**src/rtl/tt_sweep_pkg.sv**
```systemverilog
// Shared types for the truth-table sweeper: FSM state, 8-bit truth table, row-to-bit mapping.
package tt_sweep_pkg;
  typedef enum logic [1:0] {IDLE, SETTLE, SAMPLE, DONE} sweep_state_t;
  typedef logic [7:0] truth_table_t;

  localparam truth_table_t TT_0x7C = 8'h7C;

  // Row {in1,in2,in3} lands at bit 7-row, so row 000 is the MSB of the hex table.
  function automatic logic [2:0] tt_bit(input logic [2:0] row);
    return 3'd7 - row;
  endfunction
endpackage

```
**src/rtl/truth_table_sweeper_sync2.sv**
```systemverilog
// Two-flop synchroniser for the asynchronous gate output; resets to 0.
module sync2 (
  input  logic clk,
  input  logic rst,
  input  logic d,
  output logic q
);
  logic meta_q, sync_q;

  always_ff @(posedge clk or posedge rst) begin
    if (rst) begin
      meta_q <= 1'b0;
      sync_q <= 1'b0;
    end else begin
      meta_q <= d;
      sync_q <= meta_q;
    end
  end

  assign q = sync_q;
endmodule

```
**src/rtl/truth_table_sweeper.sv**
```systemverilog
// Walks a 3-input gate through all 8 input rows, samples each after a settle time and
// compares the captured table with the expected one. STABILITY_CHECK_EN adds per-row glitch flags.
module truth_table_sweeper
  import tt_sweep_pkg::*;
#(
  parameter int SETTLE_CYCLES = 8,
  parameter int STABLE_WINDOW = 2
) (
  input  logic         clk,
  input  logic         rst,
  input  logic         start,
  input  logic         abort,
  input  truth_table_t expected,
  input  logic         gate_out,
  output logic [2:0]   gate_in,
  output logic         busy,
  output logic         done,
  output truth_table_t measured,
  output logic         match,
  output logic         result_valid
`ifdef STABILITY_CHECK_EN
  ,
  output truth_table_t unstable
`endif
);
  localparam int CNT_W = (SETTLE_CYCLES > 1) ? $clog2(SETTLE_CYCLES) : 1;
  localparam logic [CNT_W-1:0] CNT_LAST = CNT_W'(SETTLE_CYCLES - 1);

  if (SETTLE_CYCLES < 1 || STABLE_WINDOW < 1 || STABLE_WINDOW > SETTLE_CYCLES) begin : g_param_err
    $error("truth_table_sweeper: need 1 <= STABLE_WINDOW <= SETTLE_CYCLES");
  end

  sweep_state_t     state_q, state_d;
  logic [2:0]       row_q, row_d, gate_in_q, gate_in_d;
  logic [CNT_W-1:0] cnt_q, cnt_d;
  logic             busy_q, busy_d, done_q, done_d, match_q, match_d, rv_q, rv_d;
  truth_table_t     measured_q, measured_d, exp_q, exp_d;
  logic             gate_s;
  logic             clean;

  sync2 u_sync (.clk(clk), .rst(rst), .d(gate_out), .q(gate_s));

`ifdef STABILITY_CHECK_EN
  localparam logic [CNT_W-1:0] WIN_FIRST = CNT_W'(SETTLE_CYCLES - STABLE_WINDOW);
  truth_table_t unstable_q, unstable_d;
  logic         gate_prev_q;
  assign clean = (unstable_q == '0);
`else
  assign clean = 1'b1;
`endif

  always_comb begin
    state_d    = state_q;
    row_d      = row_q;
    cnt_d      = cnt_q;
    gate_in_d  = gate_in_q;
    busy_d     = busy_q;
    done_d     = 1'b0;
    measured_d = measured_q;
    match_d    = match_q;
    rv_d       = rv_q;
    exp_d      = exp_q;
`ifdef STABILITY_CHECK_EN
    unstable_d = unstable_q;
`endif
    case (state_q)
      IDLE: if (start && !abort) begin
        exp_d      = expected;
        row_d      = '0;
        gate_in_d  = '0;
        cnt_d      = '0;
        rv_d       = 1'b0;
        measured_d = '0;
        busy_d     = 1'b1;
`ifdef STABILITY_CHECK_EN
        unstable_d = '0;
`endif
        state_d    = SETTLE;
      end
      SETTLE: begin
        cnt_d = cnt_q + 1'b1;
        if (cnt_q == CNT_LAST) state_d = SAMPLE;
`ifdef STABILITY_CHECK_EN
        // Only changes between consecutive window cycles count; the synchroniser's
        // arrival of a new row value just before the window is expected.
        if (cnt_q > WIN_FIRST && gate_s != gate_prev_q) unstable_d[tt_bit(row_q)] = 1'b1;
`endif
      end
      SAMPLE: begin
        measured_d[tt_bit(row_q)] = gate_s;
        if (row_q == 3'd7) begin
          state_d = DONE;
        end else begin
          row_d     = row_q + 3'd1;
          gate_in_d = row_q + 3'd1;
          cnt_d     = '0;
          state_d   = SETTLE;
        end
      end
      DONE: begin
        done_d  = 1'b1;
        rv_d    = 1'b1;
        match_d = (measured_q == exp_q) && clean;
        busy_d  = 1'b0;
        state_d = IDLE;
      end
      default: state_d = IDLE;
    endcase

    if (state_q != IDLE && abort) begin
      state_d    = IDLE;
      gate_in_d  = '0;
      busy_d     = 1'b0;
      done_d     = 1'b0;
      rv_d       = 1'b0;
      match_d    = match_q;
      measured_d = measured_q;
    end
  end

  always_ff @(posedge clk or posedge rst) begin
    if (rst) begin
      state_q    <= IDLE;
      row_q      <= '0;
      cnt_q      <= '0;
      gate_in_q  <= '0;
      busy_q     <= 1'b0;
      done_q     <= 1'b0;
      measured_q <= '0;
      match_q    <= 1'b0;
      rv_q       <= 1'b0;
      exp_q      <= '0;
`ifdef STABILITY_CHECK_EN
      unstable_q  <= '0;
      gate_prev_q <= 1'b0;
`endif
    end else begin
      state_q    <= state_d;
      row_q      <= row_d;
      cnt_q      <= cnt_d;
      gate_in_q  <= gate_in_d;
      busy_q     <= busy_d;
      done_q     <= done_d;
      measured_q <= measured_d;
      match_q    <= match_d;
      rv_q       <= rv_d;
      exp_q      <= exp_d;
`ifdef STABILITY_CHECK_EN
      unstable_q  <= unstable_d;
      gate_prev_q <= gate_s;
`endif
    end
  end

  assign gate_in      = gate_in_q;
  assign busy         = busy_q;
  assign done         = done_q;
  assign measured     = measured_q;
  assign match        = match_q;
  assign result_valid = rv_q;
`ifdef STABILITY_CHECK_EN
  assign unstable     = unstable_q;
`endif
endmodule

```
**config.mk**
```make
export PLATFORM = sky130hd
export DESIGN_NAME = truth_table_sweeper
export DESIGN_NICKNAME = d
export VERILOG_FILES = /design/src/rtl/tt_sweep_pkg.sv /design/src/rtl/truth_table_sweeper_sync2.sv /design/src/rtl/truth_table_sweeper.sv
export SDC_FILE = /design/constraint.sdc
export NUM_CORES = 1
export LEC_CHECK = 0
export ABC_AREA = 1
export BUFFER_PORTS_ARGS = -buffer_cell sky130_fd_sc_hd__clkbuf_2
export CAP_MARGIN = 10
export CORE_ASPECT_RATIO = 1.5
export CORE_MARGIN = 4
export CORE_UTILIZATION = 51
export CTS_CLUSTER_SIZE = 8
export DETAILED_ROUTE_END_ITERATION = 7
export PLACE_DENSITY = 0.73
export SYNTH_ARGS = -nofsm -noshare
export SYNTH_HDL_FRONTEND = slang
export SYNTH_SLANG_ARGS = --single-unit
```
**constraint.sdc**
```tcl
create_clock -name clk -period 1.74 [get_ports clk]
set_clock_uncertainty 0.1 [all_clocks]
set_input_delay 0.261 -clock clk [delete_from_list [all_inputs] [get_ports clk]]
set_output_delay 0.261 -clock clk [all_outputs]
set_load 0.01 [all_outputs]
```
==> results of run 1 <==
## routing by layer
layer | GRT usage | share of wire | vias up
met5 | 0 | 0 | -
met4 | 0.09726 | 0.025 | 0
met3 | 0.05123 | 0.041 | 7
met2 | 0.3211 | 0.54 | 20
met1 | 0.1900 | 0.39 | 624
li1 | - | - | 719
## power by group through the flow
| stage | clock network (mW) | logic (mW) | registers (mW) |
|---|---|---|---|
| 6_report | 0.532 | 0.937 | 1.12 |
| 5_1_grt | 0.596 | 1.10 | 1.16 |
| 3_3_place_gp | 0 | 0.929 | 1.14 |
| 2_1_floorplan | 0 | 0.751 | 1.13 |
| 4_1_cts | 0.555 | 0.953 | 1.13 |
| 3_5_place_dp | 0 | 0.946 | 1.14 |
## worst max-delay path, stage by stage, from the launching register on
cell,delay (ns)
dfrtp_1,0.45
ha_1,0.25
ha_1,0.19
nand2_1,0.06
nand2_1,0.06
inv_2,0.09
nand2_2,0.08
nand2_1,0.07
o21ai_1,0.07
## worst paths after layout
kind | from | end | slack, ns | cells after the start
max reg2reg | row_q[0]$_DFFE_PP0P_ | row_q[1]$_DFFE_PP0P_ | 0.21 | 8
min reg2reg | u_sync.meta_q$_DFF_PP0_ | u_sync.q$_DFF_PP0_ | 0.25 | 0
max in group asynchronous | rst | busy$_DFFE_PP0P_ | 0.74 | 4
min in group asynchronous | rst | gate_in[0]$_DFFE_PP0P_ | 0.49 | 4
min | expected[4] | exp_q[4]$_DFFE_PP0P_ | 0.09 | 2
max | row_q[0]$_DFFE_PP0P_ | row_q[1]$_DFFE_PP0P_ | 0.21 | 8
## Yosys cell counts, drive strengths merged
| cell type | count | share of area |
|---|---|---|
| mux2 | 1 | 0.0067 |
| xor2 | 1 | 0.0052 |
| nor2 | 20 | 0.061 |
| a211oi | 1 | 0.0045 |
| nand2 | 69 | 0.16 |
| buf | 4 | 0.021 |
| a21o | 1 | 0.0045 |
| nand3 | 20 | 0.067 |
| dfrtp | 33 | 0.49 |
| nand4 | 2 | 0.0075 |
| o21ai | 15 | 0.047 |
| a21oi | 8 | 0.024 |
| inv | 25 | 0.056 |
| nor3 | 1 | 0.0030 |
| ha | 5 | 0.037 |
## state kept, by name, indices dropped and copies added (netlist names)
signal	cells
cnt_q	3
u_sync.q	1
done	1
u_sync.meta_q	1
state_q	2
measured	8
result_valid	1
exp_q	8
match	1
gate_in	3
busy	1
row_q	3
## cell usage in the layout, fill, tap and decap left out, drive strengths merged, types with 2 or more instances in the layout
master       instances
dfrtp               33
inv                 25
ha                   5
nand4                2
dlygate4sd3          2
nor2                20
clkbuf              35
buf                  2
nand3               20
o21ai               15
nand2               69
a21oi                8
## cell families (layout without fill, tap and decap cells)
logic type / Yosys count / after routing / share of synthesized area
AND/OR/NAND/NOR: 112 / 112 / 0.2999
AO/OA/AOI/OAI: 25 / 25 / 0.08004
multiplexers: 1 / 1 / 0.006731
adder cells (fa/ha/maj): 5 / 5 / 0.03740
XOR/XNOR: 1 / 1 / 0.005237
buffers and inverters: 29 / 64 / 0.07704
flip-flops: 33 / 33 / 0.4936
## metrics by stage
stage / area (µm²) / total power [mW] / worst slack [ns] / hold slack, ns
2_1_floorplan: 1673 / 1.885 / 0.3684 / 0.1924
3_5_place_dp: 1838 / 2.087 / 0.1891 / 0.2358
3_3_place_gp: 1838 / 2.065 / 0.2331 / 0.2346
5_1_grt: 1938 / 2.856 / 0.07317 / 0.09531
6_report: 1938 / 2.593 / 0.2066 / 0.09246
4_1_cts: 1938 / 2.635 / 0.2040 / 0.09104
## area by class of cell
type / count / area share
clock buffers: 8 / 0.04132
inverters: 25 / 0.04842
multi-input cells: 144 / 0.3706
flip-flops and latches: 33 / 0.4261
well taps: 40 / 0.02582
repair buffers: 31 / 0.08780
==> impl_metrics.env, run 1 <==
export IMPL_die_area_mm2=0.004279
export IMPL_p_switching_uw=992.5
export IMPL_num_vias=1370
export IMPL_start_util=0.5295
export IMPL_swShare=0.3828
export IMPL_fin_setup_tns_ns=0
export IMPL_finalWirelength_um=3167
export IMPL_rsz0062_at_grt="false"
export IMPL_numCtsBuffers=5
export IMPL_avgSynthCellArea_um2=8.121
export IMPL_root_buffer="clkbuf_8"
export IMPL_path_class="reg -> reg"
export IMPL_die_w_um=54.76
export IMPL_arrival_ns=1.60
export IMPL_final_antenna_net_count=0
export IMPL_place_port_buffers=27
export IMPL_regArea_um2=825.8
export IMPL_via_per_inst=4.875
export IMPL_antenna_cells=0
export IMPL_endpoint_kind="flip-flop"
export IMPL_grt_pass1_wl_um=5651
export IMPL_netlist_area_mm2=0.001673
export IMPL_hold_violations=0
export IMPL_die_h_um=78.15
export IMPL_firstDrtPassIters=4
export IMPL_grt_pass1_vias=1323
export IMPL_clkPwrFrac=0.205
export IMPL_path_max_fanout=7
export IMPL_synth_seq_cells=33
export IMPL_ctsResizeCount=0
export IMPL_slew_violations=0
export IMPL_ys_types=24
export IMPL_grt_max_degree=34
export IMPL_drtIter0Drc=20
export IMPL_post_cts_buffers=0
export IMPL_fin_crit_ns=1.533
export IMPL_antenna_found_initial=0
export IMPL_maxSlewHeadroom=0.6556
export IMPL_critPathLaunchType="flip-flop"
export IMPL_clk_transition_reported_paths_ns=0.06
export IMPL_worstHoldPathType="in -> reg"
export IMPL_p_leak_nw=1.023
export IMPL_p_per_area_mw_per_mm2=1338
export IMPL_yosysWarnings=0
export IMPL_max_vdd_ir_drop_mv=0.8508
export IMPL_areaGrowthSynthToFinish_pct=15.86
export IMPL_seq_area_frac_synth=0.4936
export IMPL_max_freq_mhz=652.1
export IMPL_core_mm2=0.003159
export IMPL_max_cap_violations=0
export IMPL_worst_pin_slew_ns=0.5166
export IMPL_p_int_mw=1.600
export IMPL_period_share=0.8813
export IMPL_place_inst=271
export IMPL_holdBufCountCts=2
export IMPL_grt_ovfl_total=0
export IMPL_multi_input_area_um2=718.2
export IMPL_grt_total_usage=0.1854
export IMPL_finalNetCount=258
export IMPL_setup_viol=0
export IMPL_pwr_share_comb=0.361
export IMPL_utilization=0.6135
export IMPL_place_congestion=0.7795
export IMPL_layout_drive_gt1_share=0.1992
export IMPL_ios=28
export IMPL_stdcell_count=281
export IMPL_hpwlAfterDp_um=2448
export IMPL_tritoncts="yes"
export IMPL_wl_per_cell_um=11.27
export IMPL_htree_num_levels=2
export IMPL_synthCells=206
export IMPL_fillers=315
export IMPL_clkSinkCount=33
export IMPL_worstPathRequired_ns=1.81
export IMPL_seqPwrFrac=0.433
export IMPL_synth_fp_nets=224
export IMPL_drcViolationCount=0
export IMPL_clk_path_buf_depth=2
export IMPL_rows=25
export IMPL_clock_latency_ns=0.28
export IMPL_status="complete, no violations"
Power figures use the tool's default switching activity.
==> run 2: changes to the inputs <==
--- a/config.mk
+++ b/config.mk
@@ -10,10 +10,10 @@
 export CAP_MARGIN = 10
 export CORE_ASPECT_RATIO = 1.5
 export CORE_MARGIN = 4
-export CORE_UTILIZATION = 51
+export CORE_UTILIZATION = 45
 export CTS_CLUSTER_SIZE = 8
 export DETAILED_ROUTE_END_ITERATION = 7
-export PLACE_DENSITY = 0.73
+export PLACE_DENSITY = 0.66
 export SYNTH_ARGS = -nofsm -noshare
 export SYNTH_HDL_FRONTEND = slang
 export SYNTH_SLANG_ARGS = --single-unit
==> impl_metrics.env, run 2 (same netlist as run 1, synthesis figures left out) <==
export IMPL_areaGrowthSynthToFinish_pct=17.28
export IMPL_crit_path_cell_trace="ha_1 -> ha_1 -> nand2_1 -> nand2_1 -> inv_2 -> nand2_2 -> nand2_1 -> o21ai_1"
export IMPL_cp_slowest_cell="dfrtp_1"
export IMPL_p_leak_nw=1.038
export IMPL_finalNetCount=258
export IMPL_cpMostUsedCell="nand2_1"
export IMPL_num_vias=1369
export IMPL_antenna_found_initial=0
export IMPL_stdcell_count=283
export IMPL_place_port_buffers=27
export IMPL_ctsResizeCount=0
export IMPL_rrSetupSlack_ns=0.21
export IMPL_worstReg2RegStart="row_q[0]$_DFFE_PP0P_"
export IMPL_layout_drive_gt1_share=0.2116
export IMPL_grt_ovfl_total=0
export IMPL_antenna_cells=0
export IMPL_worst_pin_slew_ns=0.5181
export IMPL_root_buffer="clkbuf_8"
export IMPL_fin_crit_ns=1.533
export IMPL_wl_per_cell_um=11.74
export IMPL_tritoncts="yes"
export IMPL_drcViolationCount=0
export IMPL_whs_path_depth=2
export IMPL_layout_commonest_cell="nand2_1"
export IMPL_grt_pass1_vias=1351
export IMPL_status="complete, no violations"
export IMPL_place_inst=273
export IMPL_p_int_mw=1.673
export IMPL_max_vdd_ir_drop_mv=0.6946
export IMPL_final_cell_mix="nand2_1, dfrtp_1, clkbuf_2"
export IMPL_endpoint_kind="flip-flop"
export IMPL_clk_transition_reported_paths_ns=0.06
export IMPL_crit_family="flip-flops"
export IMPL_min_to="exp_q[4]$_DFFE_PP0P_"
export IMPL_fin_setup_tns_ns=0
export IMPL_path_buf_inv=1
export IMPL_hpwlAfterDp_um=2582
export IMPL_worstPathRequired_ns=1.81
export IMPL_start_util=0.4806
export IMPL_rsz0062_at_grt="false"
export IMPL_maxSlewHeadroom=0.6545
export IMPL_p_per_area_mw_per_mm2=1370
export IMPL_hold_violations=0
export IMPL_path_class="reg -> reg"
export IMPL_numCtsBuffers=5
export IMPL_slew_violations=0
export IMPL_cp_slowest_stage_delay_ns=0.45
export IMPL_die_h_um=82.68
export IMPL_r2r_end="row_q[1]$_DFFE_PP0P_"
export IMPL_core_mm2=0.003481
export IMPL_period_share=0.8813
export IMPL_die_w_um=57.78
export IMPL_clock_latency_ns=0.28
export IMPL_path_max_fanout=7
export IMPL_rr_worst_depth=8
export IMPL_post_cts_buffers=0
export IMPL_worstHoldPathType="in -> reg"
export IMPL_max_cap_violations=0
export IMPL_seqPwrFrac=0.419
export IMPL_grt_max_degree=34
export IMPL_pwr_share_comb=0.350
export IMPL_grt_pass1_wl_um=5899
export IMPL_power_mw=2.688
export IMPL_swShare=0.3775
export IMPL_die_area_mm2=0.004777
export IMPL_p_switching_mw=1.015
export IMPL_setup_viol=0
export IMPL_place_congestion=0.7972
export IMPL_max_freq_mhz=652.1
export IMPL_holdBufCountCts=2
export IMPL_final_antenna_net_count=0
export IMPL_drtIter0Drc=34
export IMPL_arrival_ns=1.60
export IMPL_via_per_inst=4.837
export IMPL_grt_total_usage=0.1652
export IMPL_finalWirelength_um=3323
export IMPL_rows=26
export IMPL_ios=28
export IMPL_clkPwrFrac=0.231
export IMPL_clkSinkCount=33
export IMPL_hold_start="expected[4]"
export IMPL_clk_path_buf_depth=2
export IMPL_htree_num_levels=2
export IMPL_firstDrtPassIters=4
export IMPL_critPathLaunchType="flip-flop"
## run 2: cell types whose count changed in the layout (fill, tap and decap cells not counted), sizes merged
| cell | change |
|---|---|
| clkbuf | -1 |
| clkinv | +1 |
## run 2: worst max-delay path by stage
stage | end | depth (start not counted) | slack, ns | startpoint
3_5_place_dp | cnt_q[0]$_DFFE_PP0P_ | 7 | 0.21 | abort
4_1_cts | row_q[1]$_DFFE_PP0P_ | 8 | 0.20 | row_q[0]$_DFFE_PP0P_
5_1_grt | cnt_q[0]$_DFFE_PP0P_ | 8 | 0.1 | row_q[0]$_DFFE_PP0P_
3_3_place_gp | cnt_q[0]$_DFFE_PP0P_ | 7 | 0.23 | abort
6_report | row_q[1]$_DFFE_PP0P_ | 8 | 0.21 | row_q[0]$_DFFE_PP0P_
2_1_floorplan | row_q[2]$_DFFE_PP0P_ | 8 | 0.37 | row_q[0]$_DFFE_PP0P_
## run 2: metrics by stage
step / utilization / hold slack [ns] / worst slack (ns) / area [µm²]
after detailed placement: 0.5288 / 0.2424 / 0.2072 / 1841
after floorplan: - / 0.1924 / 0.3684 / 1673
after CTS: 0.5636 / 0.09113 / 0.2015 / 1962
after global routing: 0.5636 / 0.08941 / 0.09627 / 1962
after global placement: 0.5288 / 0.2336 / 0.2296 / 1841
final: 0.5636 / 0.09535 / 0.2066 / 1962
## run 2: layer usage
metal  vias to the layer above  GRT usage  share of wire
li1                        718          -              -
met1                       618     0.1794           0.39
met2                        22     0.2885           0.54
met3                        11    0.04199          0.039
met4                         0    0.09513          0.033
met5                         -          0              0
## run 2: power by group through the flow
stage               clock network (mW)  logic (mW)  registers, mW
finish                           0.620       0.942           1.13
global route                     0.681        1.11           1.16
CTS                              0.643       0.958           1.13
detailed placement                   0       0.952           1.14
global placement                     0       0.936           1.14
floorplan                            0       0.751           1.13
## run 2: cell type report
| type | count | area (µm²) |
|---|---|---|
| Clock buffer | 7 | 96.34 |
| Clock inverter | 1 | 5.005 |
| Fill cell | 336 | 1519 |
| Inverter | 25 | 93.84 |
| Multi-Input combinational cell | 144 | 718.2 |
| Sequential cell | 33 | 825.8 |
| Tap cell | 42 | 52.55 |
| Timing Repair Buffer | 31 | 170.2 |
